File: src/rtl/bpu_pkg.sv
// rtl/bpu_pkg.sv - shared sizes and FSM state type for the branch predictor table controller
package bpu_pkg;

  localparam int BPU_IDX_W   = 8;
  localparam int BPU_ENTRY_W = 39;
  localparam int BPU_DEPTH   = 2 ** BPU_IDX_W;

  typedef enum logic {
    INIT = 1'b0,
    RUN  = 1'b1
  } bpu_state_e;

endpackage

File: src/rtl/bpu_wbuf.sv
// rtl/bpu_wbuf.sv - one-entry update write buffer with a saturating 2-bit age counter
module bpu_wbuf
  import bpu_pkg::*;
#(
  parameter int IDX_W   = BPU_IDX_W,
  parameter int ENTRY_W = BPU_ENTRY_W
) (
  input  logic               clk,
  input  logic               rst_n,
  input  logic               clear,
  input  logic               load,
  input  logic               drain,
  input  logic [IDX_W-1:0]   load_idx,
  input  logic [ENTRY_W-1:0] load_data,
  output logic               valid,
  output logic [IDX_W-1:0]   idx,
  output logic [ENTRY_W-1:0] data,
  output logic [1:0]         age
);

  // A load wins over a drain in the same cycle: the old entry leaves, the new one enters.
  always_ff @(posedge clk or negedge rst_n) begin
    if (!rst_n) begin
      valid <= 1'b0;
      idx   <= '0;
      data  <= '0;
      age   <= 2'd0;
    end else if (clear) begin
      valid <= 1'b0;
      age   <= 2'd0;
    end else if (load) begin
      valid <= 1'b1;
      idx   <= load_idx;
      data  <= load_data;
      age   <= 2'd0;
    end else if (drain) begin
      valid <= 1'b0;
      age   <= 2'd0;
    end else if (valid && age != 2'd3) begin
      age <= age + 2'd1;
    end
  end

endmodule

File: src/rtl/bpu_table_ctrl.sv
// rtl/bpu_table_ctrl.sv - BPU table controller: RAM init/flush, lookups, buffered updates
// Optional build macro BPU_TABLE_BYPASS_EN forwards buffered data to matching lookups.
module bpu_table_ctrl
  import bpu_pkg::*;
#(
  parameter int IDX_W   = BPU_IDX_W,
  parameter int ENTRY_W = BPU_ENTRY_W,
  parameter int DEPTH   = BPU_DEPTH
) (
  input  logic               clk,
  input  logic               rst_n,
  input  logic               flush,
  input  logic               lk_valid,
  output logic               lk_ready,
  input  logic [IDX_W-1:0]   lk_idx,
  output logic               rsp_valid,
  output logic [ENTRY_W-1:0] rsp_data,
  input  logic               up_valid,
  output logic               up_ready,
  input  logic [IDX_W-1:0]   up_idx,
  input  logic [ENTRY_W-1:0] up_data,
  output logic               ram_we,
  output logic [IDX_W-1:0]   ram_addr,
  output logic [ENTRY_W-1:0] ram_din,
  input  logic [ENTRY_W-1:0] ram_dout,
  output logic               init_done
);

  localparam logic [IDX_W-1:0] LAST_IDX = IDX_W'(DEPTH - 1);

  bpu_state_e         state, state_nxt;
  logic [IDX_W-1:0]   cnt;
  logic               run;
  logic               buf_valid;
  logic [IDX_W-1:0]   buf_idx;
  logic [ENTRY_W-1:0] buf_data;
  logic [1:0]         buf_age;
  logic               idx_hit, byp_hit, lk_block;
  logic               lk_fire, up_fire, drain;
  logic               rsp_valid_q, byp_q;
  logic [ENTRY_W-1:0] byp_data_q;

  assign run     = (state == RUN);
  assign idx_hit = lk_valid && buf_valid && (lk_idx == buf_idx);

`ifdef BPU_TABLE_BYPASS_EN
  assign byp_hit  = idx_hit;
  assign lk_block = 1'b0;
`else
  assign byp_hit  = 1'b0;
  assign lk_block = idx_hit;
`endif

  // A lookup owns the single RAM port; an aged-out buffer steals it by dropping lk_ready.
  assign lk_ready  = run && (buf_age != 2'd3) && !lk_block;
  assign lk_fire   = lk_valid && lk_ready;
  assign drain     = run && buf_valid && !lk_fire;
  assign up_ready  = run && (!buf_valid || drain);
  assign up_fire   = up_valid && up_ready;
  assign init_done = run;

  always_ff @(posedge clk or negedge rst_n) begin
    if (!rst_n) begin
      state <= INIT;
      cnt   <= '0;
    end else begin
      state <= state_nxt;
      if (state == INIT && !flush && cnt != LAST_IDX) cnt <= cnt + 1'b1;
      else                                            cnt <= '0;
    end
  end

  always_comb begin
    state_nxt = state;
    ram_we    = 1'b0;
    ram_addr  = cnt;
    ram_din   = '0;
    case (state)
      INIT: begin
        ram_we = 1'b1;
        if (!flush && cnt == LAST_IDX) state_nxt = RUN;
      end
      RUN: begin
        if (lk_fire) begin
          ram_addr = lk_idx;
        end else if (buf_valid) begin
          ram_we   = 1'b1;
          ram_addr = buf_idx;
          ram_din  = buf_data;
        end
        if (flush) state_nxt = INIT;
      end
      default: state_nxt = INIT;
    endcase
  end

  bpu_wbuf #(
    .IDX_W   (IDX_W),
    .ENTRY_W (ENTRY_W)
  ) u_wbuf (
    .clk       (clk),
    .rst_n     (rst_n),
    .clear     (flush),
    .load      (up_fire),
    .drain     (drain),
    .load_idx  (up_idx),
    .load_data (up_data),
    .valid     (buf_valid),
    .idx       (buf_idx),
    .data      (buf_data),
    .age       (buf_age)
  );

  always_ff @(posedge clk or negedge rst_n) begin
    if (!rst_n) begin
      rsp_valid_q <= 1'b0;
      byp_q       <= 1'b0;
      byp_data_q  <= '0;
    end else begin
      rsp_valid_q <= lk_fire;
      byp_q       <= lk_fire && byp_hit;
      if (lk_fire && byp_hit) byp_data_q <= buf_data;
    end
  end

  assign rsp_valid = rsp_valid_q;
  assign rsp_data  = !rsp_valid_q ? '0 : (byp_q ? byp_data_q : ram_dout);

endmodule

File: config.mk
export PLATFORM = sky130hd
export DESIGN_NAME = bpu_table_ctrl
export DESIGN_NICKNAME = d
export VERILOG_FILES = /design/src/rtl/bpu_pkg.sv /design/src/rtl/bpu_wbuf.sv /design/src/rtl/bpu_table_ctrl.sv
export SDC_FILE = /design/constraint.sdc
export NUM_CORES = 1
export LEC_CHECK = 0
export ABC_AREA = 1
export CORE_UTILIZATION = 40
export DETAILED_ROUTE_END_ITERATION = 8
export GPL_ROUTABILITY_DRIVEN = 0
export PLACE_DENSITY = 0.81
export SYNTH_ARGS = -nofsm -noshare
export SYNTH_HDL_FRONTEND = slang
export SYNTH_SLANG_ARGS = --single-unit
File: constraint.sdc
create_clock -name clk -period 2.1 [get_ports clk]
set_input_delay 0.315 -clock clk [delete_from_list [all_inputs] [get_ports clk]]
set_output_delay 0.315 -clock clk [all_outputs]
set_load 0.02 [all_outputs]
==> metrics.md, run 1 <==
| Metric | Value |
|---|---|
| Final Non-Filler Cells | 897 |
| DP Worst Slack | -0.8039 ns |
| Placed cell area | 0.005826 mm² |
| Final setup fails | 48 |
| Clock root buffer | clkbuf_8 |
| DR WL/cell | 14.49 µm |
| Slew @ Worst Pin | 0.3755 ns |
| Final Critical Period | 2.401 ns |
| Mapped Area | 0.003630 mm² |
| Placed instance count | 849 |
| WL met1 | 5.022 mm |
| Outcome | complete, but fails checks |
| Effective utilization at floorplan | 0.4142 |
| Reg area | 0.001501 mm² |
| Crit path kind | reg -> out |
| Multi-input gate area | 0.001884 mm² |
| Final Hold Viols | 0 |
| Commonest non-fill, non-tap cells in the layout | 188 x nand2_1, 129 x clkdlybuf4s50_1, 106 x inv_1 |
| Setup TNS | -11.39 ns |
| Wire length on met2 | 6.761 mm |
| Area grow syn2layout | 87.56% |
| DR vias/cell | 4.771 |
| Bufs on Longest Clock Path | 2 |
| FF+latch count, synth | 60 |
| Final slew viol count | 0 |
| Final Hold Slack | 0.4870 ns |
| Pin count of the biggest net entering global routing | 61 |
| Routed vias | 4280 |
| Seq/Total Area, Yosys | 0.4137 |
| Post-synth cell types | 31 |
| Max-slew headroom | 0.7474 |
| First-pass GRT wire length | 18.40 mm |
| Max Used Layer | met4 |
| Wirelength, routed | 13.00 mm |
| P_leak | 3.558 nW |
| # diodes | 0 |
| Cells after Synth | 539 |
| Most common cell after layout, fill and taps aside | nand2_1 |
| Number of port buffers | 189 |
| Avg Cell Area, Syn | 6.734 µm² |
| Failing checks | setup timing |
| Final WS setup | -0.3013 ns |
| WL met3 | 808 µm |
| Clk_skew | 0.008276 ns |
| Io pins | 190 |
| Iteration-0 DRC Markers | 126 |
| Worst endpoint required time | 1.78 ns |
| Grt total ovfl | 0 |
| Core area | 0.008763 mm² |
| Gr usage total | 0.2424 |
| Final Cycle Share | 1.143 |
| HP Class | reg -> reg |
| Drt first pass iters | 4 |
| Clk slew on worst S/H paths | 0.07 ns |
| TritonCTS buffer count | 9 |
| CTS tree | built |
| Post-route ant nets | 0 |
| CP startpoint kind | flop |
| Die X | 97.26 µm |
| NumNets Final | 885 |
| DIE AREA | 0.009460 mm² |
| VDD IR max | 352.7 µV |
| CP endpoint kind | output pin |
| Net Count, Synth | 640 |
| Max-cap viol count | 0 |
| Fill cells | 587 |
| Crit path max fanout | 8 |
| Max Clk Rate | 0.4164 GHz |
| Clock Latency Late Sink | 0.34 ns |
| DPL Wire Length | 8.075 mm |
| Ys Warns | 0 |
| Vias in the first global route | 4154 |
| # DRC | 0 |
| Die H | 97.26 µm |
| FP Rows | 34 |
| Power Density | 432.3 mW/mm² |
| Share of layout cells above drive strength 1 | 0.2928 |
| Crit path DAT | 2.09 ns |
| Clk sinks | 60 |
| Cell area after layout | 0.006808 mm² |
| # H-tree levels | 3 |
| Initial antenna violation count | 0 |
| Unrepaired setup endpoints after global routing | true |
[cell type report]
type / count / share of cell area
clock buffer: 11 / 0.02224
clock inverter: 5 / 0.01213
inverter: 108 / 0.06028
multi-input combinational: 348 / 0.2768
sequential: 60 / 0.2205
tap: 108 / 0.01985
timing repair buffer: 257 / 0.3882
[worst max-delay path: stages, from the launching register on]
cell       delay [ns]
dfrtp_1          0.44
nand2_1          0.10
nand2_1          0.05
inv_1            0.04
nand2_1          0.05
nor2_2           0.14
nand3_4          0.10
nand3_4          0.09
nand3_4          0.22
clkbuf_16        0.27
nor2_4           0.11
buf_6            0.13
[sequential cells by signal (all words and copies together), names as in the netlist]
register,cells
u_wbuf.data,39
rsp_valid,1
cnt,8
u_wbuf.valid,1
u_wbuf.idx,8
u_wbuf.age,2
init_done,1
[cells by family after synthesis]
family                   synth area share
AO/OA/AOI/OAI                     0.02964
XOR/XNOR                          0.02379
adder cells (fa/ha/maj)          0.006893
buffers and inverters              0.1568
flip-flops                         0.4137
multiplexers                     0.002758
AND/OR/NAND/NOR                    0.3664
[where the power goes]
part	total [mW]	leakage (nW)	internal [mW]	switching, mW
logic	0.465	2.62	0.274	0.191
clock network	1.22	0.120	0.737	0.484
registers	1.26	0.815	1.21	0.0429
total	2.94	3.56	2.22	0.718
[repair_timing]
action | in CTS | in global routing
setup buffers | 10 | 11
endpoints found under the hold margin | 54 | 0
endpoints found under the setup margin | 50 | 97
pin swaps | 8 | 17
gates resized for setup | 285 | 100
cloned | 1 | 12
hold buffers | 1 | 0
[Yosys cell counts (all sizes together)]
library cell,instances,share of area
nand2,224,0.25
nand3,17,0.026
buf,16,0.037
nor3b,3,0.0062
clkbuf,7,0.0083
or2,1,0.0017
nand4,2,0.0069
inv,108,0.11
nor2,64,0.067
a21oi,12,0.017
dfrtp,60,0.41
nor3,2,0.0028
o22ai,2,0.0034
mux2i,1,0.0028
ha,2,0.0069
o21ai,7,0.0097
and3,1,0.0017
xnor2,7,0.019
nor4,1,0.0017
xor2,2,0.0048
[routing by layer]
layer,up-vias,track usage
met3,34,0.04892
met4,0,0.1165
met2,199,0.4502
li1,2043,-
met1,2004,0.2614
met5,-,0
[worst paths after layout]
| kind | start | end | slack [ns] | cells after the start |
|---|---|---|---|---|
| setup / recovery | u_wbuf.idx[5]$_DFFE_PN0P_ | ram_din[21] | -0.30 | 11 |
| hold / removal | u_wbuf.data[6]$_DFFE_PN0P_ | u_wbuf.data[6]$_DFFE_PN0P_ | 0.49 | 2 |
| setup reg to reg | u_wbuf.idx[7]$_DFFE_PN0P_ | u_wbuf.data[1]$_DFFE_PN0P_ | 0.10 | 14 |
| hold reg to reg | u_wbuf.data[6]$_DFFE_PN0P_ | u_wbuf.data[6]$_DFFE_PN0P_ | 0.49 | 2 |
| max in group asynchronous | rst_n | cnt[1]$_DFF_PN0_ | 1.32 | 3 |
| min in group asynchronous | rst_n | u_wbuf.data[34]$_DFFE_PN0P_ | 0.50 | 3 |
[stage by stage]
step	util	power, mW
2_1_floorplan	-	1.383
3_3_place_gp	0.6648	1.670
3_5_place_dp	0.6648	1.681
4_1_cts	0.7012	2.914
5_1_grt	0.7768	3.058
6_report	0.7768	2.943
Power figures use the tool's default switching activity.
==> run 2: changes to the inputs <==
--- a/config.mk
+++ b/config.mk
@@ -9,6 +9,7 @@
 export CORE_UTILIZATION = 40
 export DETAILED_ROUTE_END_ITERATION = 8
 export GPL_ROUTABILITY_DRIVEN = 0
+export GPL_TIMING_DRIVEN = 0
 export PLACE_DENSITY = 0.81
 export SYNTH_ARGS = -nofsm -noshare
 export SYNTH_HDL_FRONTEND = slang
==> metrics.md, run 2 (synthesis results as in run 1) <==
| Metric | Value |
|---|---|
| Outcome | complete, but fails checks |
| Failing checks | setup timing |
| Most common cell after layout, fill and taps aside | nand2_1 |
| R2R cell count | 11 |
| NumNets Final | 855 |
| DIE AREA | 0.009460 mm² |
| DP Worst Slack | -0.9062 ns |
| TritonCTS buffer count | 9 |
| Crit path DAT | 2.04 ns |
| Area grow syn2layout | 76.42% |
| Max-cap viol count | 0 |
| CTS tree | built |
| Flop pwr share | 0.472 |
| Die X | 97.26 µm |
| Clock power frac | 0.375 |
| Final slew viol count | 0 |
| Routed vias | 4057 |
| Buf/Inv on CP | 2 |
| CP top delay family | simple AND/OR/NAND/NOR gates |
| First-pass GRT wire length | 19.16 mm |
| # H-tree levels | 3 |
| Wirelength, routed | 12.10 mm |
| VDD IR max | 339.1 µV |
| Final Cycle Share | 1.120 |
| Clk_skew | 0.006675 ns |
| Sw Ratio | 0.2485 |
| # diodes | 0 |
| Final WS setup | -0.2514 ns |
| Final Hold Viols | 0 |
| Cell mode on critical path | nand3_4 |
| Unrepaired setup endpoints after global routing | true |
| Largest Register | u_wbuf.data |
| Pint | 2.007 mW |
| Core Util, Final | 0.7307 |
| Clk slew on worst S/H paths | 0.07 ns |
| Comb pwr share | 0.153 |
| Worst endpoint required time | 1.78 ns |
| Iteration-0 DRC Markers | 190 |
| Clock Latency Late Sink | 0.34 ns |
| Max-slew headroom | 0.4070 |
| Number of port buffers | 189 |
| Initial antenna violation count | 0 |
| Pin count of the biggest net entering global routing | 38 |
| CP endpoint kind | output pin |
| CP startpoint kind | flop |
| Crit-path cells | xnor2_2 > nand2_1 > nor2_2 > nand3_2 > nand3_4 > nand3_4 > buf_8 > nor2_4 > buf_6 |
| Vias in the first global route | 3982 |
| Final Critical Period | 2.351 ns |
| Crit path max fanout | 5 |
| Gr usage total | 0.2541 |
| # DRC | 0 |
| Power Density | 417.0 mW/mm² |
| FP Rows | 34 |
| DR vias/cell | 4.696 |
| P_sw | 0.6635 mW |
| Grt total ovfl | 0 |
| Final setup fails | 49 |
| HP Class | in -> async |
| Post-route ant nets | 0 |
| Stages on worst setup path | 9 |
| Effective utilization at floorplan | 0.4142 |
| Post-CTS Hold Buffers | 0 |
| Cell with the largest stage delay on the worst path | dfrtp_2 |
| Crit path kind | reg -> out |
| DR WL/cell | 14.01 µm |
| Slew @ Worst Pin | 0.8896 ns |
| DPL Wire Length | 8.329 mm |
| Io pins | 190 |
| Clk sinks | 60 |
| Commonest non-fill, non-tap cells in the layout | 193 x nand2_1, 114 x clkdlybuf4s50_1, 106 x inv_1 |
| Drt first pass iters | 4 |
| CP peak stage delay | 0.45 ns |
| Bufs on Longest Clock Path | 2 |
| Die H | 97.26 µm |
| P_leak | 3.440 nW |
| Clock root buffer | clkbuf_8 |
| Max Clk Rate | 0.4253 GHz |
| Core area | 0.008763 mm² |
| Share of layout cells above drive strength 1 | 0.2593 |
| Flip-flop count of the largest register after layout | 39 |
| Top flop regs | u_wbuf.data (39), cnt (8), u_wbuf.idx (8) |
## run 2: changes by cell type in the layout (fill, tap and decap cells not counted), moves of 4 or more
cell,change
buf_4,-33
clkdlybuf4s50_1,-15
dlygate4sd2_1,+11
clkbuf_16,-8
buf_8,+6
nor2_4,+6
nand2_1,+5
nand2_2,-5
clkbuf_4,+4
dlymetal6s2s_1,+4
nor2_2,-4
## run 2: final timing paths
check	start	endpoint	slack (ns)
hold reg to reg	u_wbuf.data[1]$_DFFE_PN0P_	u_wbuf.data[1]$_DFFE_PN0P_	0.48
setup / recovery	u_wbuf.idx[4]$_DFFE_PN0P_	ram_din[37]	-0.25
setup reg to reg	u_wbuf.idx[3]$_DFFE_PN0P_	u_wbuf.data[24]$_DFFE_PN0P_	0.20
max in group asynchronous	rst_n	u_wbuf.idx[4]$_DFFE_PN0P_	1.38
min in group clk	u_wbuf.data[1]$_DFFE_PN0P_	u_wbuf.data[1]$_DFFE_PN0P_	0.48
hold / removal	rst_n	u_wbuf.data[34]$_DFFE_PN0P_	0.1
## run 2: worst register-to-register path, stage by stage (launching register included)
cell and delay [ns]:
dfrtp_1 0.43, buf_4 0.16, xnor2_1 0.14, nand2_1 0.08
nor2_2 0.13, nand2_1 0.08, nand4_2 0.11, nand4_2 0.13
buf_4 0.20, clkbuf_4 0.19, nand2_1 0.09, nand2_1 0.06
## run 2: final cells by class
cell class	instances	area [µm²]
clock buffers	11	141.4
clock inverters	2	37.54
fillers	653	2360
inverters	108	405.4
plain buffers	23	231.5
repair buffers	203	2037
well taps	108	135.1
multi-input cells	349	1912
flip-flops and latches	60	1504
## run 2: per-layer routing
metal	up-vias	global-route usage	part of all wire
met1	1860	0.2898	0.39
met2	180	0.4523	0.50
met4	0	0.09389	0.024
met3	29	0.07050	0.078
met5	-	0	0
li1	1988	-	-
## run 2: per-stage QoR
stage / instances / total power, mW / setup TNS (ns) / hold WS [ns] / cell area, µm²
4_1_cts: 862 / 2.661 / -7.745 / 0.1142 / 6286
3_5_place_dp: 837 / 1.651 / -42.12 / 0.4648 / 5679
5_1_grt: 864 / 2.782 / -16.37 / 0.1555 / 6404
2_1_floorplan: 539 / 1.383 / 0 / 0.01941 / 3630
6_report: 864 / 2.670 / -9.696 / 0.09656 / 6404
3_3_place_gp: 836 / 1.635 / -105.79 / 0.4617 / 5657
## run 2: power by group through the flow
stage,clock network [mW],registers [mW],logic (mW)
final,1.00,1.26,0.408
after CTS,1.01,1.26,0.396
after global routing,1.07,1.27,0.446
after global placement,0,1.28,0.360
after detailed placement,0,1.28,0.373
after floorplan,0,1.26,0.118
## run 2: timing repair
action | CTS | global route
endpoints found under the setup margin | 89 | 72
resized for setup | 412 | 31
pin swaps | 5 | 3
buffers inserted | 7 | 2
gates cloned | 5 | 0
==> run 3: changes to the inputs <==
--- a/config.mk
+++ b/config.mk
@@ -7,6 +7,7 @@
 export LEC_CHECK = 0
 export ABC_AREA = 1
 export CORE_UTILIZATION = 40
+export CTS_CLUSTER_SIZE = 8
 export DETAILED_ROUTE_END_ITERATION = 8
 export GPL_ROUTABILITY_DRIVEN = 0
 export GPL_TIMING_DRIVEN = 0
==> results of run 3 <==
The final DEF is identical to that of run 2; final timing and power are the same.
